==> config.mk <==
export PLATFORM = sky130hd
export DESIGN_NAME = multicycle_ctrl
export DESIGN_NICKNAME = d
export VERILOG_FILES = /design/src/rtl/multicycle_ctrl_pkg.sv /design/src/rtl/multicycle_ctrl_insn_class_decode.sv /design/src/rtl/multicycle_ctrl.sv
export SDC_FILE = /design/constraint.sdc
export NUM_CORES = 1
export LEC_CHECK = 0
export BUFFER_PORTS_ARGS = -buffer_cell sky130_fd_sc_hd__clkbuf_2
export CAP_MARGIN = 0
export CELL_PAD_IN_SITES_DETAIL_PLACEMENT = 2
export CELL_PAD_IN_SITES_GLOBAL_PLACEMENT = 2
export CORE_MARGIN = 1
export CORE_UTILIZATION = 26
export DETAILED_ROUTE_END_ITERATION = 10
export GPL_ROUTABILITY_DRIVEN = 0
export GPL_TIMING_DRIVEN = 0
export PLACE_DENSITY_LB_ADDON = 0.1
export SLEW_MARGIN = 40
export SYNTH_ARGS = -nofsm -noshare
export SYNTH_HDL_FRONTEND = slang
export SYNTH_SLANG_ARGS = --single-unit
==> constraint.sdc <==
create_clock -name clk -period 2.4 [get_ports clk]
set_clock_uncertainty 0.2 [all_clocks]
set_input_delay 0.12 -clock clk [delete_from_list [all_inputs] [get_ports clk]]
set_output_delay 0.12 -clock clk [all_outputs]
set_load 0.02 [all_outputs]
==> src/rtl/multicycle_ctrl_pkg.sv <==
// Shared encodings for the multi-cycle controller: FSM states, ALU function codes,
// opcode/func fields and the instruction classes produced by the decoder.
package multicycle_pkg;

  typedef enum logic [2:0] {
    ST_HALT   = 3'd0,
    ST_FETCH  = 3'd1,
    ST_DECODE = 3'd2,
    ST_EXEC   = 3'd3,
    ST_MEM    = 3'd4,
    ST_WB     = 3'd5,
    ST_TRAP   = 3'd6
  } state_t;

  localparam logic [2:0] ALU_IDLE = 3'b000;
  localparam logic [2:0] ALU_ADD  = 3'b001;
  localparam logic [2:0] ALU_SUB  = 3'b010;
  localparam logic [2:0] ALU_AND  = 3'b011;
  localparam logic [2:0] ALU_OR   = 3'b100;
  localparam logic [2:0] ALU_SLT  = 3'b101;

  localparam logic [5:0] OP_RTYPE = 6'b000000;
  localparam logic [5:0] OP_ADDI  = 6'b001000;
  localparam logic [5:0] OP_ANDI  = 6'b001100;
  localparam logic [5:0] OP_ORI   = 6'b001101;
  localparam logic [5:0] OP_SLTI  = 6'b001010;
  localparam logic [5:0] OP_LW    = 6'b100011;
  localparam logic [5:0] OP_SW    = 6'b101011;
  localparam logic [5:0] OP_J     = 6'b000010;

  localparam logic [3:0] FN_ADD = 4'b0000;
  localparam logic [3:0] FN_SUB = 4'b0010;
  localparam logic [3:0] FN_AND = 4'b0100;
  localparam logic [3:0] FN_OR  = 4'b0101;
  localparam logic [3:0] FN_SLT = 4'b1010;

  typedef enum logic [2:0] {
    CLS_NONE    = 3'd0,
    CLS_RTYPE   = 3'd1,
    CLS_ITYPE   = 3'd2,
    CLS_LOAD    = 3'd3,
    CLS_STORE   = 3'd4,
    CLS_JUMP    = 3'd5,
    CLS_ILLEGAL = 3'd6
  } insn_class_t;

endpackage

==> src/rtl/multicycle_ctrl_insn_class_decode.sv <==
// Combinational instruction classifier: maps op/func to an instruction class,
// the ALU function the datapath will need, and an illegal-encoding flag.
module insn_class_decode
  import multicycle_pkg::*;
(
  input  logic [5:0] op,
  input  logic [3:0] func,
  output logic [2:0] cls,
  output logic [2:0] alu_func,
  output logic       illegal
);

  always_comb begin
    cls      = CLS_ILLEGAL;
    alu_func = ALU_IDLE;
    case (op)
      OP_RTYPE: begin
        cls = CLS_RTYPE;
        case (func)
          FN_ADD:  alu_func = ALU_ADD;
          FN_SUB:  alu_func = ALU_SUB;
          FN_AND:  alu_func = ALU_AND;
          FN_OR:   alu_func = ALU_OR;
          FN_SLT:  alu_func = ALU_SLT;
          default: cls = CLS_ILLEGAL;
        endcase
      end
      OP_ADDI: begin cls = CLS_ITYPE; alu_func = ALU_ADD; end
      OP_ANDI: begin cls = CLS_ITYPE; alu_func = ALU_AND; end
      OP_ORI:  begin cls = CLS_ITYPE; alu_func = ALU_OR;  end
      OP_SLTI: begin cls = CLS_ITYPE; alu_func = ALU_SLT; end
      // Loads and stores use the ALU only for the base+offset address add.
      OP_LW:   begin cls = CLS_LOAD;  alu_func = ALU_ADD; end
      OP_SW:   begin cls = CLS_STORE; alu_func = ALU_ADD; end
      OP_J:    cls = CLS_JUMP;
      default: cls = CLS_ILLEGAL;
    endcase
    if (cls == CLS_ILLEGAL) alu_func = ALU_IDLE;
  end

  assign illegal = (cls == CLS_ILLEGAL);

endmodule

==> src/rtl/multicycle_ctrl.sv <==
// Multi-cycle control FSM (HALT/FETCH/DECODE/EXEC/MEM/WB/TRAP) for the datapath.
// Optional MULTICYCLE_CTRL_PERF_CNT_EN adds cycle_cnt and retired_cnt outputs.
module multicycle_ctrl
  import multicycle_pkg::*;
#(
  parameter bit RESET_STATE_HALT = 1'b0
) (
  input  logic       clk,
  input  logic       rst,
  input  logic       start,
  input  logic [5:0] op,
  input  logic [3:0] func,
  input  logic       imem_ready,
  input  logic       dmem_ready,
  output logic       imem_req,
  output logic       dmem_req,
  output logic       dmem_we,
  output logic       ir_we,
  output logic       pc_we,
  output logic       pc_sel_jump,
  output logic [2:0] alu_func,
  output logic       alu_src_imm,
  output logic       reg_we,
  output logic       reg_src_mem,
  output logic       halted,
  output logic       illegal
`ifdef MULTICYCLE_CTRL_PERF_CNT_EN
  ,
  output logic [31:0] cycle_cnt,
  output logic [31:0] retired_cnt
`endif
);

  state_t      state, state_nxt;
  insn_class_t cls_q;
  logic [2:0]  alu_q;

  logic [2:0]  dec_cls_raw;
  logic [2:0]  dec_alu;
  logic        dec_illegal;
  insn_class_t dec_cls;

  insn_class_decode u_decode (
    .op       (op),
    .func     (func),
    .cls      (dec_cls_raw),
    .alu_func (dec_alu),
    .illegal  (dec_illegal)
  );

  assign dec_cls = insn_class_t'(dec_cls_raw);

  always_ff @(posedge clk) begin
    if (rst) begin
      state <= RESET_STATE_HALT ? ST_HALT : ST_FETCH;
      cls_q <= CLS_NONE;
      alu_q <= ALU_IDLE;
    end else begin
      state <= state_nxt;
      if (state == ST_DECODE) begin
        cls_q <= dec_cls;
        alu_q <= dec_alu;
      end
    end
  end

  // Jump completes in DECODE, so its PC write uses the live decode rather than cls_q.
  always_comb begin
    state_nxt   = state;
    imem_req    = 1'b0;
    dmem_req    = 1'b0;
    dmem_we     = 1'b0;
    ir_we       = 1'b0;
    pc_we       = 1'b0;
    pc_sel_jump = 1'b0;
    alu_func    = ALU_IDLE;
    alu_src_imm = 1'b0;
    reg_we      = 1'b0;
    reg_src_mem = 1'b0;
    halted      = 1'b0;
    illegal     = 1'b0;
    case (state)
      ST_HALT: begin
        halted = 1'b1;
        if (start) state_nxt = ST_FETCH;
      end
      ST_FETCH: begin
        imem_req = 1'b1;
        if (imem_ready) begin
          ir_we     = 1'b1;
          pc_we     = 1'b1;
          state_nxt = ST_DECODE;
        end
      end
      ST_DECODE: begin
        if (dec_cls == CLS_JUMP) begin
          pc_we       = 1'b1;
          pc_sel_jump = 1'b1;
          state_nxt   = ST_FETCH;
        end else if (dec_illegal) begin
          state_nxt = ST_TRAP;
        end else begin
          state_nxt = ST_EXEC;
        end
      end
      ST_EXEC: begin
        alu_func    = alu_q;
        alu_src_imm = (cls_q != CLS_RTYPE);
        state_nxt   = (cls_q == CLS_LOAD || cls_q == CLS_STORE) ? ST_MEM : ST_WB;
      end
      ST_MEM: begin
        dmem_req = 1'b1;
        dmem_we  = (cls_q == CLS_STORE);
        alu_func = ALU_ADD;
        if (dmem_ready) state_nxt = (cls_q == CLS_STORE) ? ST_FETCH : ST_WB;
      end
      ST_WB: begin
        reg_we      = 1'b1;
        reg_src_mem = (cls_q == CLS_LOAD);
        alu_func    = (cls_q == CLS_LOAD) ? ALU_IDLE : alu_q;
        state_nxt   = ST_FETCH;
      end
      ST_TRAP: begin
        halted  = 1'b1;
        illegal = 1'b1;
      end
      default: state_nxt = ST_FETCH;
    endcase
  end

`ifdef MULTICYCLE_CTRL_PERF_CNT_EN
  logic retire;

  assign retire = (state == ST_WB)
               || (state == ST_MEM && dmem_ready && cls_q == CLS_STORE)
               || (state == ST_DECODE && dec_cls == CLS_JUMP);

  always_ff @(posedge clk) begin
    if (rst) begin
      cycle_cnt   <= 32'd0;
      retired_cnt <= 32'd0;
    end else begin
      if (state != ST_HALT && state != ST_TRAP) cycle_cnt <= cycle_cnt + 32'd1;
      if (retire) retired_cnt <= retired_cnt + 32'd1;
    end
  end
`endif

endmodule

==> reports/summary.txt <==
Final min period - 2130 ps
Pint - 0.000291 W
critical path, cell by cell - clkbuf_1 -> nor2b_1 -> a21oi_1 -> nor2b_1 -> and2_1 -> clkbuf_2
IO Pins - 29
post-cts repair resize count - 0
DR pass1 iterations - 4
CTS H-tree depth - 1
Design Area, Final - 0.00109 mm2
number of port buffers - 26
remaining antenna violation count - 0
Lkg Pwr - 0.444 nW
DR top layer - met4
Switching Share - 38.5%
Setup Buffers After CTS - 0
Post-Route Utilization - 35.3%
Root Driver - clkbuf_4
Final WS setup - 266 ps
grt ovf - 0
syn nets - 132
die area - 0.00352 mm2
DRT Wirelength - 2840 um
hold_buf cts - 2
Clock Latency Late Sink - 260 ps
ANT cells - 0
Placement Rows - 20
initial drt markers - 30
core area - 0.00308 mm2
Seq cells post-synth - 9
die span in x - 59.3 um
Critical R2R Launch - state[1]
ys async rst share - 0%
final net count - 165
layout cells sized above 1 - 26.2%
Avg Synthesized Cell Area - 7.29 um2
Initial Utilization - 27.7%
via count - 1010
worst vdd ir - 0.110 mV
worst-margin pin slew - 594 ps
fin. max-slew vios - 0
Clk pwr share - 24.5%
CTS buffer count - 3
CP max FO - 10
Worst setup SP type - flip-flop
worst hold path startpoint - func[0]
max_cap viols - 0
Clock Tree Buf Depth - 2
Gate Count Post-Synth - 117
DRT met1 WL - 1290 um
Setup TNS - 0 ps
Clock Sinks - 9
f_max - 469 MHz
initial antenna violation count - 0
Combinational Power Share - 39.9%
Netlist Area Pre-Place - 853 um2
Crit. Startpoint - state[2]
Worst setup EP type - output port
Sw Pwr - 0.000182 W
Tcrit/Tclk final - 88.9%
Ys Warns - 0
die height - 59.3 um
first-pass GRT wire length - 4920 um
drt via density - 5.23
RSZ-0062 raised after global routing - false
register area share after synthesis - 21.1%
layout overhead on the synthesized area - 27.3%
Worst Path Arrival - 1810 ps
Hold Vio Cnt, Final - 0
gr usage total - 18.7%
Area after DPL - 0.00104 mm2
WL met3 - 58 um
WP data required - 2080 ps
max_slew headroom - 60.1%
Top FF cell, synth - dfxtp_1
critical path class - reg -> out
Slowest cell on crit path - clkbuf_1
routed length per instance - 14.7 um
Seq pwr share - 35.6%
Hold Path Class - in -> reg
clock-pin slew on the worst setup and hold paths - 60 ps
detailed placer's ending HPWL - 2320 um
largest net degree at the start of global routing - 11
synth unique cells - 44
Critical Path Max Stage Delay - 360 ps
Placement Setup Slack - 336 ps
CTS tree - done
most used cell, CP - nor2b_1
metal2 WL - 1450 um
number of synthesized flops with an enable pin - 0
pwr/cell area - 435 mW/mm2
number of global-route vias before repair - 1019
final setup fails - 0
status - complete, no violations
DRC violations left - 0
[layout make-up]
cell class,count,area (um2)
well taps,44,55.1
multi-input cells,95,622
inverters,6,22.5
plain buffers,7,28.8
clock buffers,3,22.5
flip-flops and latches,9,180
clock inverters,1,5.00
fillers,381,1990
repair buffers,28,150
[flip-flops by register name, summed over array words and instances (netlist names)]
name / count
cls_q: 3
state: 3
alu_q: 3
[synthesized netlist by cell type, drive strengths merged (2+ instances only)]
library cell  n  share of area, %
nor3          5               2.9
or2           2               1.8
o31ai         5               5.0
nand4         2               1.5
o21ai         6               3.5
a211oi        2               1.8
nand2         8               3.5
a221oi        2               2.1
nor4bb        2               2.3
nor2          9               4.0
or4           3               3.1
nand2b        5               3.7
nor3b         4               3.5
dfxtp         9                21
o32a          2               2.3
a21oi         7               4.1
inv           6               2.6
clkbuf        5               2.2
nor2b         7               5.1
buf           2               1.2
nand3b        2               1.8
and2          3               2.2
[path summary, 6_finish.rpt]
check             cells past startpoint  slack, ps           to
setup reg to reg                      4        350     state[2]
hold / removal                        3         60     alu_q[0]
hold reg to reg                       2        260     alu_q[2]
setup / recovery                      6        270  alu_func[1]
[per-layer routing]
layer	vias up	GRT usage, %
met3	4	0.655
met5	-	0
li1	499	-
met2	21	34.0
met1	486	23.1
met4	0	7.14
[cells in the final DEF (no fill, tap or decap), types with 2 or more instances in the layout]
master          n
clkbuf_1        5
o21ai_0         6
a21oi_1         7
nand3b_1        2
o32a_1          2
o31ai_1         4
nor2b_1         7
clkbuf_4        3
nor4bb_1        2
or4_1           2
nand2_1         8
dfxtp_1         9
a221oi_1        2
buf_2           2
nand4_1         2
nor2_1          9
dlygate4sd3_1   2
inv_1           6
and2_1          3
a211oi_1        2
nand2b_1        5
nor3_1          5
nor3b_1         4
clkbuf_2       26
[kinds of logic (layout without fill, tap and decap cells)]
| logic type | after synthesis | count (layout) | synth area share (%) |
|---|---|---|---|
| buffers and inverters | 13 | 45 | 6.01 |
| AND/OR/NAND/NOR | 60 | 60 | 43.0 |
| XOR/XNOR | 2 | 2 | 2.05 |
| flip-flops | 9 | 9 | 21.1 |
| multiplexers | 1 | 1 | 1.17 |
| AO/OA/AOI/OAI | 32 | 32 | 26.7 |
[critical path, delay by kind of cell (launching register included)]
kind	cells	cell delay, ps
flops	1	330
buf+inv	2	520
compound gates	1	90
simple gates	3	610
[stage by stage]
step / hold WS [ps] / instances / total power [W]
2_1_floorplan: -10.9 / 117 / 0.000292
4_1_cts: 53.6 / 193 / 0.000479
5_1_grt: 74.2 / 193 / 0.000507
3_5_place_dp: 224 / 187 / 0.000358
6_report: 64.9 / 193 / 0.000473
3_3_place_gp: 206 / 187 / 0.000350
[power groups by stage]
stage | Combinational, W | Clock (W) | Sequential (W)
detailed placement | 0.000186 | 0 | 0.000172
CTS | 0.000190 | 0.000120 | 0.000168
global route | 0.000210 | 0.000127 | 0.000170
finish | 0.000188 | 0.000116 | 0.000169
global placement | 0.000180 | 0 | 0.000170
floorplan | 0.000123 | 0 | 0.000168
Note: power is estimated with default switching activity, not from simulation.
